## config.mk

```make
export PLATFORM = sky130hd
export DESIGN_NAME = bldc_startup_seq
export DESIGN_NICKNAME = d
export VERILOG_FILES = /design/src/rtl/bldc_seq_pkg.sv /design/src/rtl/bldc_vel_slew.sv /design/src/rtl/bldc_startup_seq.sv
export SDC_FILE = /design/constraint.sdc
export NUM_CORES = 1
export LEC_CHECK = 0
export ABC_CLOCK_PERIOD_IN_PS = 7100
export BUFFER_PORTS_ARGS = -buffer_cell sky130_fd_sc_hd__buf_2
export CORE_ASPECT_RATIO = 1.5
export CORE_MARGIN = 8
export CORE_UTILIZATION = 59
export DETAILED_ROUTE_END_ITERATION = 7
export GPL_TIMING_DRIVEN = 0
export PLACE_DENSITY = 0.82
export REMOVE_ABC_BUFFERS = 1
export SYNTH_ARGS = -nofsm -noshare
export SYNTH_HDL_FRONTEND = slang
export SYNTH_HIERARCHICAL = 1
export SYNTH_SLANG_ARGS = --single-unit
```

## constraint.sdc

```tcl
create_clock -name clk -period 7.1 [get_ports clk]
set_clock_uncertainty 0.05 [all_clocks]
set_input_delay 0 -clock clk [delete_from_list [all_inputs] [get_ports clk]]
set_output_delay 0 -clock clk [all_outputs]
set_load 0.01 [all_outputs]
```

## src/rtl/bldc_seq_pkg.sv

```systemverilog
// Shared types and constants for the BLDC start-up sequencer.
// Includes the FSM state codes, the bldc mode values, the fault codes and a 17->16 bit saturation helper.
package bldc_seq_pkg;

  typedef enum logic [2:0] {
    ST_IDLE     = 3'd0,
    ST_ALIGN    = 3'd1,
    ST_RAMP     = 3'd2,
    ST_HANDOFF  = 3'd3,
    ST_RUN      = 3'd4,
    ST_STOPPING = 3'd5,
    ST_FAULT    = 3'd6
  } seq_state_e;

  localparam logic [7:0] MODE_CLOSED = 8'd0;
  localparam logic [7:0] MODE_OPEN   = 8'd1;

  localparam logic [1:0] FAULT_NONE  = 2'd0;
  localparam logic [1:0] FAULT_EXT   = 2'd1;
  localparam logic [1:0] FAULT_STALL = 2'd2;

  function automatic logic signed [15:0] sat16(input logic signed [16:0] v);
    if (v > 17'sd32767) begin
      return 16'sh7fff;
    end else if (v < -17'sd32768) begin
      return 16'sh8000;
    end else begin
      return v[15:0];
    end
  endfunction

endpackage

```

## src/rtl/bldc_vel_slew.sv

```systemverilog
// Tick prescaler plus saturating step-toward-target for the sequencer velocity.
// The prescaler restarts on every state entry, so the first tick comes DIV clocks later.
module bldc_vel_slew
  import bldc_seq_pkg::*;
#(
  parameter int unsigned        DIV  = 64,
  parameter logic signed [15:0] STEP = 16'sd4
) (
  input  logic               clk,
  input  logic               rst_n,
  input  logic               en_i,
  input  logic               restart_i,
  input  logic signed [15:0] cur_i,
  input  logic signed [15:0] tgt_i,
  output logic               tick_o,
  output logic signed [15:0] next_o
);

  localparam int CNT_W = (DIV > 1) ? $clog2(DIV) : 1;
  localparam logic [CNT_W-1:0] CNT_LAST = CNT_W'(DIV - 1);

  logic [CNT_W-1:0] cnt_q, cnt_d, cnt_cur;

  // On the first cycle of a state the stale count is treated as zero.
  always_comb begin
    cnt_cur = restart_i ? '0 : cnt_q;
    tick_o  = en_i && (cnt_cur == CNT_LAST);
    cnt_d   = (!en_i || tick_o) ? '0 : cnt_cur + CNT_W'(1);
  end

  always_ff @(posedge clk or negedge rst_n) begin
    if (!rst_n) begin
      cnt_q <= '0;
    end else begin
      cnt_q <= cnt_d;
    end
  end

  logic signed [16:0] cur_x, tgt_x, step_x, up_x, dn_x, res_x;

  always_comb begin
    cur_x  = {cur_i[15], cur_i};
    tgt_x  = {tgt_i[15], tgt_i};
    step_x = {STEP[15], STEP};
    up_x   = cur_x + step_x;
    dn_x   = cur_x - step_x;
    if (cur_x < tgt_x) begin
      res_x = (up_x > tgt_x) ? tgt_x : up_x;
    end else if (cur_x > tgt_x) begin
      res_x = (dn_x < tgt_x) ? tgt_x : dn_x;
    end else begin
      res_x = tgt_x;
    end
    next_o = sat16(res_x);
  end

endmodule

```

## src/rtl/bldc_startup_seq.sv

```systemverilog
// BLDC start-up sequencer: align, open-loop ramp, closed-loop handoff, run, stop, fault.
// Optional stall detection in RUN is built when BLDC_SEQ_STALL_DETECT_EN is defined.
module bldc_startup_seq
  import bldc_seq_pkg::*;
#(
  parameter int unsigned        ALIGN_CYCLES   = 1000,
  parameter logic signed [15:0] ALIGN_VEL      = 16'sd40,
  parameter logic signed [15:0] HANDOFF_VEL    = 16'sd400,
  parameter int unsigned        RAMP_DIV       = 64,
  parameter logic signed [15:0] RAMP_STEP      = 16'sd4,
  parameter logic signed [7:0]  HANDOFF_OFFSET = 8'sd0,
  parameter int unsigned        STALL_CYCLES   = 100000
) (
  input  logic               clk,
  input  logic               rst_n,
  input  logic               start,
  input  logic               stop,
  input  logic               fault_in,
  input  logic               clear_fault,
  input  logic signed [15:0] target_velocity,
  input  logic [11:0]        feedback,
  output logic signed [15:0] velocity,
  output logic signed [7:0]  offset,
  output logic               enable,
  output logic [7:0]         mode,
  output logic [2:0]         state,
  output logic [1:0]         fault_code
);

  localparam int ALIGN_W = (ALIGN_CYCLES > 1) ? $clog2(ALIGN_CYCLES) : 1;
  localparam logic [ALIGN_W-1:0] ALIGN_LAST = ALIGN_W'(ALIGN_CYCLES - 1);

  seq_state_e          state_q, prev_state_q;
  logic                dir_neg_q;
  logic signed [15:0]  vel_q;
  logic signed [7:0]   off_q;
  logic                en_q;
  logic [7:0]          mode_q;
  logic [1:0]          fc_q;
  logic [ALIGN_W-1:0]  align_cnt_q;

  logic               slew_en, slew_restart, slew_tick;
  logic signed [15:0] slew_tgt, slew_next, handoff_vel_s;
  logic               tgt_reverse, stall_hit;

  assign handoff_vel_s = dir_neg_q ? -HANDOFF_VEL : HANDOFF_VEL;
  assign tgt_reverse   = (target_velocity == '0) || (target_velocity[15] != dir_neg_q);
  assign slew_en       = (state_q == ST_RAMP) || (state_q == ST_RUN) || (state_q == ST_STOPPING);
  assign slew_restart  = (state_q != prev_state_q);

  always_comb begin
    case (state_q)
      ST_RAMP: slew_tgt = handoff_vel_s;
      ST_RUN:  slew_tgt = target_velocity;
      default: slew_tgt = '0;
    endcase
  end

  bldc_vel_slew #(
    .DIV  (RAMP_DIV),
    .STEP (RAMP_STEP)
  ) u_slew (
    .clk       (clk),
    .rst_n     (rst_n),
    .en_i      (slew_en),
    .restart_i (slew_restart),
    .cur_i     (vel_q),
    .tgt_i     (slew_tgt),
    .tick_o    (slew_tick),
    .next_o    (slew_next)
  );

`ifdef BLDC_SEQ_STALL_DETECT_EN
  localparam logic [31:0] STALL_LAST = 32'(STALL_CYCLES - 1);

  logic [11:0] fb_prev_q;
  logic [31:0] stall_cnt_q;
  logic        fb_same;

  assign fb_same   = (feedback == fb_prev_q);
  assign stall_hit = (state_q == ST_RUN) && fb_same && (stall_cnt_q == STALL_LAST);

  always_ff @(posedge clk or negedge rst_n) begin
    if (!rst_n) begin
      fb_prev_q   <= '0;
      stall_cnt_q <= '0;
    end else begin
      fb_prev_q <= feedback;
      if (fault_in || (state_q != ST_RUN) || !fb_same) begin
        stall_cnt_q <= '0;
      end else begin
        stall_cnt_q <= stall_cnt_q + 32'd1;
      end
    end
  end
`else
  logic unused_stall;
  assign stall_hit    = 1'b0;
  assign unused_stall = ^{feedback, 32'(STALL_CYCLES)};
`endif

  always_ff @(posedge clk or negedge rst_n) begin
    if (!rst_n) begin
      state_q      <= ST_IDLE;
      prev_state_q <= ST_IDLE;
      dir_neg_q    <= 1'b0;
      vel_q        <= '0;
      off_q        <= '0;
      en_q         <= 1'b0;
      mode_q       <= MODE_OPEN;
      fc_q         <= FAULT_NONE;
      align_cnt_q  <= '0;
    end else begin
      prev_state_q <= state_q;
      // External fault overrides every other request.
      if (fault_in) begin
        state_q <= ST_FAULT;
        vel_q   <= '0;
        off_q   <= '0;
        en_q    <= 1'b0;
        mode_q  <= MODE_OPEN;
        fc_q    <= FAULT_EXT;
      end else begin
        unique case (state_q)
          ST_IDLE: begin
            if (start && !stop && (target_velocity != '0)) begin
              state_q     <= ST_ALIGN;
              dir_neg_q   <= target_velocity[15];
              vel_q       <= target_velocity[15] ? -ALIGN_VEL : ALIGN_VEL;
              en_q        <= 1'b1;
              mode_q      <= MODE_OPEN;
              align_cnt_q <= '0;
            end
          end
          ST_ALIGN: begin
            if (stop) begin
              state_q <= ST_STOPPING;
            end else if (align_cnt_q == ALIGN_LAST) begin
              state_q <= ST_RAMP;
            end else begin
              align_cnt_q <= align_cnt_q + ALIGN_W'(1);
            end
          end
          ST_RAMP: begin
            if (stop) begin
              state_q <= ST_STOPPING;
            end else if (slew_tick) begin
              vel_q <= slew_next;
              if (slew_next == handoff_vel_s) begin
                state_q <= ST_HANDOFF;
                mode_q  <= MODE_CLOSED;
                off_q   <= HANDOFF_OFFSET;
              end
            end
          end
          ST_HANDOFF: begin
            state_q <= stop ? ST_STOPPING : ST_RUN;
          end
          ST_RUN: begin
            if (stall_hit) begin
              state_q <= ST_FAULT;
              vel_q   <= '0;
              off_q   <= '0;
              en_q    <= 1'b0;
              mode_q  <= MODE_OPEN;
              fc_q    <= FAULT_STALL;
            end else if (stop || tgt_reverse) begin
              state_q <= ST_STOPPING;
            end else if (slew_tick) begin
              vel_q <= slew_next;
            end
          end
          ST_STOPPING: begin
            if ((vel_q == '0) || (slew_tick && (slew_next == '0))) begin
              state_q <= ST_IDLE;
              vel_q   <= '0;
              off_q   <= '0;
              en_q    <= 1'b0;
              mode_q  <= MODE_OPEN;
            end else if (slew_tick) begin
              vel_q <= slew_next;
            end
          end
          ST_FAULT: begin
            if (clear_fault) begin
              state_q <= ST_IDLE;
              fc_q    <= FAULT_NONE;
            end
          end
          default: state_q <= ST_IDLE;
        endcase
      end
    end
  end

  assign velocity   = vel_q;
  assign offset     = off_q;
  assign enable     = en_q;
  assign mode       = mode_q;
  assign state      = state_q;
  assign fault_code = fc_q;

endmodule
```

* Yosys cells after proc, flatten, opt, wreduce, memory -nomap -nowiden
Cells that the tools add are included.
** Storage, ports and cells
- Bits in registers :: 58
- Input bits :: 34
- Logic and storage cells :: 129
** Operators by class
- Add/sub/neg operators :: 4
- $lt $le $gt $ge :: 6
- Eq/ne operators :: 25
- Muxes and demuxes :: 51
- Bitwise operators :: 1
- Reduce and logical (&&, ||, !) cells :: 32
** Operators with widths (count)
- $mux 16 :: 10
- $mux 17 :: 4
- $mux 8 :: 8
- $pmux 16 s4 :: 1
- $logic_not 16->1 :: 3
- $pmux 16 s2 :: 1
- $mux 10 :: 3
- $mux 3 :: 10
- $pmux 8 s3 :: 1
- $pmux 3 s7 :: 1
- $pmux 10 s2 :: 1
- $add 16x4->17 const B :: 1
- $gt 17x16->1 :: 1
- $gt 17x16->1 const B :: 1
- $lt 17x16->1 :: 1
- $lt 17x16->1 const B :: 1
- $sub 16x4->17 const B :: 1
- $eq 16x16->1 :: 1
- $gt 16x16->1 :: 1
- $lt 16x16->1 :: 1
- $pmux 8 s2 :: 1
- $reduce_bool 16->1 :: 1
- $ne 3x3->1 const B :: 5
- $mux 6 :: 2
- 31 further kinds :: 58

* Depth between registers and ports, before layout
Gate-level depths: netlist (run 1).
- Depth after elaboration :: 15
- Depth in mapped cells :: 24
- Depth with buffers taken out :: 20

* By module
The synthesis (run 1) kept the hierarchy.
** By module, submodules not included
- bldc_startup_seq :: instances 1, cells an instance 281, area an instance 2517.4 um^2, sequential area each 902.1 um^2
- bldc_vel_slew :: instances 1, cells an instance 309, area an instance 2502.4 um^2, sequential area each 150.1 um^2

* Worst setup path after synthesis (run 1)
No wires, ideal clock.
- Kind :: flip-flop to flip-flop
- From :: reg state_q[0], in the netlist state[0]
- To :: reg state_q[0], in the netlist state[0]
- Arrival time :: 5.537 ns
- Path slack :: 1.386 ns
- Stages on the path, launching flop included :: 23
- Clock period less this slack :: 5.714 ns
- Path through :: dfrtp_1 -> clkbuf_1 -> buf_1 -> nor3b_1 -> a21o_1 -> inv_1 -> ha_1 -> and2_1 -> a221oi_1 -> o221ai_1 -> a31o_2 -> xnor2_1 -> or2_4 -> a221o_1 -> buf_6 -> buf_6 -> maj3_2 -> nor4_2 -> nand4b_1 -> o211a_1 -> o21ai_2 -> nor4b_4 -> mux2_1
** Between the ends
- Cells in the longest elaborated chain, start to end :: 14
- Elaborated cells between the ends (all ways) :: 40
- Classes of those cells :: order compare: 6; eq/ne: 16; mux: 10; reduce/logical: 8
** RTL lines
- start: declaration :: line bldc_startup_seq.sv:33 : seq_state_e state_q, prev_state_q;
- start signal: assignment :: line bldc_startup_seq.sv:157 : state_q <= stop ? ST_STOPPING : ST_RUN;
- $eq 3x3->1 or $eq 3x2->1 (tied branches) :: line bldc_startup_seq.sv:52 : case (state_q)
- $pmux 16 s2 * :: line bldc_startup_seq.sv:52
- via slew_tgt[12] :: line bldc_startup_seq.sv:43 : logic signed [15:0] slew_tgt, slew_next, handoff_vel_s;
- $lt 17x16->1 :: line bldc_vel_slew.sv:50 : res_x = (dn_x < tgt_x) ? tgt_x : dn_x;
- $mux 17 :: line bldc_vel_slew.sv:50
- $mux 17 :: line bldc_vel_slew.sv:49 : end else if (cur_x > tgt_x) begin
- $mux 17 * :: line bldc_vel_slew.sv:47 : if (cur_x < tgt_x) begin
- $lt 17x16->1 :: line bldc_seq_pkg.sv:25 : end else if (v < -17'sd32768) begin
- $mux 16 :: line bldc_seq_pkg.sv:25
- $mux 16 * :: line bldc_seq_pkg.sv:23 : if (v > 17'sd32767) begin
- via slew_next[9] :: line bldc_startup_seq.sv:43
- $logic_not 16->1 :: line bldc_startup_seq.sv:174 : if ((vel_q == '0) || (slew_tick && (slew_next == '0))) begin
- $logic_and 1x1->1 :: line bldc_startup_seq.sv:174
- $logic_or 1x1->1 :: line bldc_startup_seq.sv:174
- $ne 3x2->1 (no line)
- $reduce_and 7->1 (no line) *
The timed path passes the listed nets; every way through them passes the cells marked *.
A chain may end at the register's enable or synchronous reset.

* Worst setup path in the final report (run 1)
- From :: reg state_q[2], in the netlist state[2]
- To :: reg state_q[2], in the netlist state[2]
Same word-level chain as after synthesis.

==> results.json, run 1 <==
{
  "cts_root_buf": "clkbuf_16",
  "diodes": 0,
  "synth-seq-cells": 42,
  "netlist_area_sq_um": 5020,
  "finalNetCount": 699,
  "grt_pass1_wl_um": 23000,
  "synth_edf_count": 0,
  "cp.arrival_ps": 6900,
  "drt_wl_total_um": 14100,
  "fp.dieArea_sq_um": 11800,
  "synth_cell_type_count": 88,
  "drc_errors": 0,
  "wl_per_cell_um": 19.4,
  "drtIter0Drc": 327,
  "drv_cap": 0,
  "final_cells": 724,
  "fin_crit_ps": 6780,
  "final_hold_viol_count": 0,
  "postCtsSetupBuffers": 0,
  "place_ws_ps": 21.1,
  "crit_fanout": 20,
  "slowest_delay_ps": 610,
  "cts_inserted_buffers": 5,
  "firstDrtPassIters": 5,
  "pin_count": 72,
  "grt_pass1_vias": 4753,
  "max_freq_mhz": 148,
  "layout_commonest_cell": "ha_1",
  "cts.path.max_buffers": 2,
  "cpLargestDelayFamily": "compound AO/OA/AOI/OAI gates",
  "die_x_um": 91.3,
  "synthCells": 590,
  "layout_setup_ws_ps": 321,
  "finalHoldWorstSlack_ps": 35.5,
  "drive_gt1_share_pct": 17.3,
  "slew_headroom_pct": 35.4,
  "std_cell_rows": 41,
  "synthFlopType": "dfrtp_1",
  "seq_area_frac_synth_pct": 21.0,
  "via_count": 4662,
  "clk_latency_ps": 290,
  "core_sq_um": 8360,
  "clock_sinks": 42,
  "port_buffers": 43,
  "antenna_found_initial": 0,
  "fin_util_pct": 64.2,
  "status": "finished clean",
  "cp.required_ps": 7220,
  "cp_cell_sequence": "nand2b_1, or2_2, a21oi_1, inv_1, ha_1, nand4_1, a2111oi_2, o221ai_1, o31ai_1, a2bb2oi_4, o21bai_2, mux2_2, maj3_1, nor4_1, nand2_1, o211a_1, o21ai_2, nor4b_4, mux2_1",
  "path_class": "reg -> reg",
  "slowest_stage": "a2111oi_2",
  "setup_violations": 0,
  "start_util_pct": 60.0,
  "async_flop_share_pct": 100,
  "layout_common_cells": "ha_1, buf_2, dfrtp_1, inv_1, nor2_1",
  "ant_nets": 0,
  "slew_violations": 0,
  "avgSynthCellArea_sq_um": 8.51,
  "start_kind": "flop",
  "cts_tree": "yes",
  "syn2layout_area_growth_pct": 6.90,
  "overflow": 0,
  "grt_use_total_pct": 24.0,
  "die_h_um": 129,
  "hp-class": "in -> reg",
  "path_buf_inv": 1,
  "hpwl_um": 10800,
  "worstMarginPinSlew_ps": 967,
  "post-place-cells": 713,
  "clk_pin_slew_worst_paths_ps": 60,
  "rsz0062_at_grt": "no",
  "vias_per_cell": 6.44,
  "end_kind": "flop",
  "htreeDepth": 2,
  "fin_crit_sh_pct": 95.5,
  "place_congestion": 0.952,
  "yosysWarningCount": 6,
  "grt_max_degree": 43
}
## layer usage
metal / track usage (%) / vias to the layer above / share of wire (%)
li1: - / 2202 / -
met1: 25.7 / 2258 / 39
met2: 44.7 / 165 / 52
met4: 13.7 / 0 / 4.4
met5: 0 / - / 0
met3: 2.33 / 37 / 4.3
## cell families after synthesis
kind of cell / after synthesis / synth area share, %
AOI/OAI and AO/OA: 141 / 21.8
xor gates and xnor gates: 32 / 5.58
adders and majority gates: 65 / 15.7
buffers and inverters: 82 / 8.35
DFF: 42 / 21.0
muxes: 19 / 3.94
other: 1 / 0.0747
and+or+nand+nor: 208 / 23.6
## timing repair
| action | in CTS | in global routing |
|---|---|---|
| cloned | 0 | 0 |
| hold endpoints to repair | 44 | 0 |
| hold buffers | 3 | 0 |
| gates resized for setup | 1 | 4 |
| pin swaps | 0 | 0 |
| endpoints found under the setup margin | 3 | 20 |
## final timing paths
check	from	to	slack, ps	cells past startpoint
max reg2reg	state[2]$_DFFE_PN0P_	state[2]$_DFFE_PN0P_	320	19
max in group asynchronous	rst_n	state[1]$_DFFE_PN0P_	6060	2
min in group asynchronous	rst_n	state[2]$_DFFE_PN0P_	330	2
max	state[2]$_DFFE_PN0P_	state[2]$_DFFE_PN0P_	320	19
min	target_velocity[15]	dir_neg_q$_DFFE_PN0P_	40	2
min reg2reg	align_cnt_q[8]$_DFFE_PN0P_	align_cnt_q[8]$_DFFE_PN0P_	450	1
## sequential cells by signal, summed over array words and instances (netlist names)
register      flops
align_cnt_q      10
dir_neg_q         1
enable            1
fault_code        1
mode              1
prev_state_q      3
state             3
u_slew/cnt_q      6
velocity         16
## Yosys cell counts (all sizes together), types with 3 or more instances
library cell	number	area (sq um)
ha	49	613
dfrtp	41	1030
nor2	41	164
inv	39	146
o21ai	35	179
nand2	34	128
buf	31	228
nand3	22	128
a21oi	19	95.1
xnor2	19	166
nor3	18	90.1
nand2b	17	106
maj3	16	174
a21o	14	113
nor4	14	93.8
mux2i	13	130
nand4	13	81.3
xor2	13	114
a22o	12	105
clkbuf	12	45.0
o221a	11	124
and2	7	43.8
and3	7	43.8
nor2b	7	53.8
mux2	6	67.6
a211oi	5	42.5
nor3b	5	42.5
o221ai	5	43.8
a211o	4	36.3
nand4b	4	35.0
or3	4	30.0
nand3b	3	22.5
o211a	3	30.0
o31ai	3	22.5
o32ai	3	26.3
o41ai	3	26.3
or2	3	21.3
or2b	3	22.5
## layout make-up
| type | count | area (sq um) |
|---|---|---|
| Clock inverter | 1 | 5.00 |
| Fill cell | 732 | 3000 |
| Timing Repair Buffer | 47 | 250 |
| Tap cell | 107 | 134 |
| Clock buffer | 7 | 143 |
| Multi-Input combinational cell | 481 | 3630 |
| Sequential cell | 42 | 1050 |
| Inverter | 39 | 146 |
## per-stage QoR
stage / area [sq um] / setup TNS [ps]
finish: 5370 / 0
global route: 5370 / 0
CTS: 5340 / 0
detailed placement: 5160 / 0
global placement: 5150 / -1610
floorplan: 4800 / 0
Power of run 1 is not shown: default switching activity piles up to over one toggle a cycle in this logic, so the estimate is an artifact.
==> inputs of run 2 (changes only) <==
--- a/config.mk
+++ b/config.mk
@@ -13,6 +13,7 @@
 export DETAILED_ROUTE_END_ITERATION = 7
 export GPL_TIMING_DRIVEN = 0
 export PLACE_DENSITY = 0.82
+export RECOVER_POWER = 50
 export REMOVE_ABC_BUFFERS = 1
 export SYNTH_ARGS = -nofsm -noshare
 export SYNTH_HDL_FRONTEND = slang
==> results.json, run 2 (synthesis results as in run 1) <==
{
  "path_class": "reg -> reg",
  "hp-class": "in -> reg",
  "place_ws_ps": 21.1,
  "setup_violations": 0,
  "drtIter0Drc": 354,
  "slew_headroom_pct": -48.2,
  "hpwl_um": 10800,
  "fin_util_pct": 64.0,
  "die_x_um": 91.3,
  "grt_max_degree": 43,
  "grt_pass1_vias": 4753,
  "grt_pass1_wl_um": 23000,
  "clk_pin_slew_worst_paths_ps": 60,
  "start_kind": "flop",
  "drc_errors": 0,
  "drv_cap": 1,
  "postCtsSetupBuffers": 0,
  "cp.required_ps": 7220,
  "worstMarginPinSlew_ps": 2220,
  "via_count": 4652,
  "std_cell_rows": 41,
  "cts_root_buf": "clkbuf_16",
  "use_met1_pct": 25.7,
  "port_buffers": 43,
  "max_freq_mhz": 148,
  "drt_wl_total_um": 14100,
  "layout_commonest_cell": "ha_1",
  "start_util_pct": 60.0,
  "fill_cells": 741,
  "fin_crit_ps": 6760,
  "cts_tree": "yes",
  "design_area_sq_um": 5350,
  "fin_crit_sh_pct": 95.2,
  "slew_violations": 43,
  "drive_gt1_share_pct": 14.9,
  "core_sq_um": 8360,
  "end_kind": "flop",
  "met3_usage_pct": 2.33,
  "final_hold_viol_count": 0,
  "htreeDepth": 2,
  "crit_fanout": 20,
  "cp.arrival_ps": 6880,
  "status": "complete, but fails checks",
  "wl_per_cell_um": 19.4,
  "violations": "capacitance limit, slew limit",
  "clock_sinks": 42,
  "cts_inserted_buffers": 5,
  "firstDrtPassIters": 5,
  "grt_use_total_pct": 24.0,
  "place_area_sq_um": 5160,
  "ant_nets": 0,
  "fp.dieArea_sq_um": 11800,
  "antenna_found_initial": 0,
  "clk_latency_ps": 290,
  "place_congestion": 0.952,
  "finalNetCount": 699,
  "syn2layout_area_growth_pct": 6.53,
  "diodes": 0,
  "overflow": 0,
  "layout_setup_ws_ps": 340,
  "busiest_layer": "met2",
  "pin_count": 72,
  "layout_common_cells": "ha_1, dfrtp_1, inv_1, nor2_1, nand2_1",
  "cts.path.max_buffers": 2,
  "rsz0062_at_grt": "no",
  "gr-usage-met2_pct": 44.7,
  "vias_per_cell": 6.43,
  "largest_reg_flops": 16,
  "die_h_um": 129,
  "tns_ps": 0
}
## run 2: critical path: stages, from the launching register on
cell	delay, ps
dfrtp_1	600
nand2b_1	410
or2_2	360
a21oi_1	200
inv_1	140
ha_1	340
nand4_1	210
a2111oi_2	600
o221ai_1	230
o31ai_1	180
a2bb2oi_4	370
o21bai_2	390
mux2_2	430
maj3_1	380
nor4_1	300
nand2_1	160
o211a_1	350
o21ai_2	250
nor4b_4	310
mux2_1	360
## run 2: area by class of cell
type	instances	area [sq um]	area share (%)
multi-input cells	481	3630	68.0
flip-flops and latches	42	1050	19.7
repair buffers	47	231	4.33
inverters	39	146	2.74
clock buffers	7	143	2.67
well taps	107	134	2.50
clock inverters	1	5.00	0.0936
## run 2: stage by stage
step / hold WS, ps / instances
after floorplan: -346 / 562
final: 46.3 / 724
after global routing: 45.7 / 724
after CTS: 33.1 / 724
after detailed placement: 122 / 713
after global placement: 120 / 712
## run 2: per-layer routing
metal / vias to the layer above / part of all wire (%)
met5: - / 0
met1: 2227 / 39
li1: 2201 / -
met4: 0 / 4.8
met3: 48 / 3.9
met2: 176 / 52
## run 2: what timing repair did
item	4_1_cts	5_1_grt
gates resized for setup	1	4
hold endpoints to repair	44	0
endpoints found under the setup margin	3	20
cloned	0	0
hold buffers	3	0
## run 2: final timing paths
path                            depth (start not counted)  slack, ps                  startpoint                          to
min in group asynchronous                               2        860                       rst_n        state[2]$_DFFE_PN0P_
max in group asynchronous                               2       4720                       rst_n        state[1]$_DFFE_PN0P_
worst min register to register                          1        450  align_cnt_q[8]$_DFFE_PN0P_  align_cnt_q[8]$_DFFE_PN0P_
worst max register to register                         19        340        state[2]$_DFFE_PN0P_        state[2]$_DFFE_PN0P_
worst max-delay path                                   19        340        state[2]$_DFFE_PN0P_        state[2]$_DFFE_PN0P_
worst min-delay path                                    2         50         target_velocity[15]       dir_neg_q$_DFFE_PN0P_
Power of run 2 is left out for the same reason.
==> inputs of run 3 (changes only) <==
--- a/config.mk
+++ b/config.mk
@@ -12,7 +12,7 @@
 export CORE_UTILIZATION = 59
 export DETAILED_ROUTE_END_ITERATION = 7
 export GPL_TIMING_DRIVEN = 0
-export PLACE_DENSITY = 0.82
+export PLACE_DENSITY = 0.83
 export RECOVER_POWER = 50
 export REMOVE_ABC_BUFFERS = 1
 export SYNTH_ARGS = -nofsm -noshare
==> results.json, run 3 (synthesis results as in run 1) <==
{
  "status": "complete, but fails checks",
  "violations": "capacitance limit, slew limit",
  "syn2layout_area_growth_pct": 6.75,
  "max_freq_mhz": 148,
  "drive_gt1_share_pct": 15.3,
  "cts.path.max_buffers": 2,
  "antenna_found_initial": 0,
  "die_h_um": 129,
  "drv_cap": 1,
  "diodes": 0,
  "slew_headroom_pct": -47.9,
  "layout_commonest_cell": "ha_1",
  "setup_violations": 0,
  "firstDrtPassIters": 7,
  "core_sq_um": 8360,
  "dr.max_layer_used": "met4",
  "finalHoldWorstSlack_ps": 16.0,
  "cp.arrival_ps": 6900,
  "grt_pass1_vias": 4747,
  "clk_pin_slew_worst_paths_ps": 60,
  "slew_violations": 43,
  "via_count": 4728,
  "seq_area_sq_um": 1050,
  "slowest_delay_ps": 610,
  "rsz0062_at_grt": "no",
  "cp.required_ps": 7220,
  "drt-met1-wl_um": 5490,
  "grt_max_degree": 43,
  "clock_sinks": 42,
  "path_class": "reg -> reg",
  "finalNetCount": 697,
  "largest_reg_flops": 16,
  "multiInputGateArea_sq_um": 3640,
  "worstMarginPinSlew_ps": 2220,
  "vias_per_cell": 6.55,
  "final_hold_viol_count": 0,
  "wl_per_cell_um": 19.5,
  "grt_use_total_pct": 23.6,
  "crit_fanout": 20,
  "overflow": 0,
  "hpwl_um": 10800,
  "fin_crit_ps": 6780,
  "clk_latency_ps": 290,
  "met2_length_um": 7150,
  "fin_crit_sh_pct": 95.4,
  "place_congestion": 0.917,
  "ant_nets": 0,
  "drtIter0Drc": 374,
  "layout_common_cells": "ha_1, dfrtp_1, inv_1, nor2_1, nand2_1",
  "hp-class": "in -> reg",
  "start_kind": "flop",
  "die_x_um": 91.3,
  "cts_tree": "yes",
  "cp_cell_sequence": "nand2b_1, nor3b_4, a21o_1, inv_1, ha_1, a211oi_1, o21ai_0, nand4b_1, a31o_2, xnor2_1, o21bai_2, o221a_2, maj3_1, nor4_1, nand2_1, o211a_1, nor2_2, o21ai_0, a22o_1",
  "port_buffers": 43,
  "route.met3.wl_um": 617,
  "end_kind": "flop",
  "drt_wl_total_um": 14100,
  "std_cell_rows": 41,
  "cts_inserted_buffers": 5,
  "fill_cells": 724,
  "slowest_stage": "dfrtp_1",
  "fp.dieArea_sq_um": 11800,
  "start_util_pct": 60.0,
  "postCtsSetupBuffers": 0,
  "cp_common_cell": "o21ai_0",
  "htreeDepth": 2,
  "drc_errors": 0,
  "cts_root_buf": "clkbuf_16",
  "grt_pass1_wl_um": 22600,
  "pin_count": 72
}
-- run 3: critical path, delay by kind of cell (launching register included) --
kind / cells / cell delay (ps)
compound gates: 9 / 2620
xor+xnor: 1 / 520
fa+ha+maj: 2 / 710
buf+inv: 1 / 90
flops: 1 / 610
simple gates: 6 / 2030
-- run 3: repair_timing --
action                                  in CTS  in global routing
hold buffers                                 2                  0
endpoints found under the setup margin      14                 17
endpoints found under the hold margin       42                  0
gates resized for setup                      1                  4
pin swaps                                    0                  0
-- run 3: cell type report --
cell class / count / share of cell area [%]
inverter: 39 / 2.73
clock buffer: 5 / 2.33
tap: 107 / 2.50
sequential: 42 / 19.7
timing repair buffer: 45 / 4.09
multi-input combinational: 481 / 67.9
clock inverter: 3 / 0.747
-- run 3: stage by stage --
stage	instances	TNS [ps]	setup WS, ps	area [sq um]	utilization (%)
3_5_place_dp	712	-203	-118	5160	61.7
5_1_grt	722	0	16.5	5360	64.1
4_1_cts	722	0	101	5350	64.0
2_1_floorplan	562	0	1090	4800	-
3_3_place_gp	712	-2650	-233	5150	61.6
6_report	722	0	325	5360	64.1
-- run 3: metal layers --
metal	vias up	global-route usage (%)
met1	2310	25.4
met3	57	2.86
li1	2190	-
met5	-	0
met4	0	17.4
met2	171	41.7
-- run 3: final timing paths --
check | start | to | slack, ps | cells after the start
worst max-delay path | state[2]$_DFFE_PN0P_ | velocity[15]$_DFFE_PN0P_ | 320 | 19
worst min-delay path | fault_in | enable$_DFFE_PN0P_ | 20 | 2
worst max register to register | state[2]$_DFFE_PN0P_ | velocity[15]$_DFFE_PN0P_ | 320 | 19
worst min register to register | align_cnt_q[8]$_DFFE_PN0P_ | align_cnt_q[8]$_DFFE_PN0P_ | 430 | 1
max in group asynchronous | rst_n | state[1]$_DFFE_PN0P_ | 4730 | 2
min in group asynchronous | rst_n | velocity[2]$_DFFE_PN0P_ | 850 | 2
Power of run 3 is left out for the same reason.
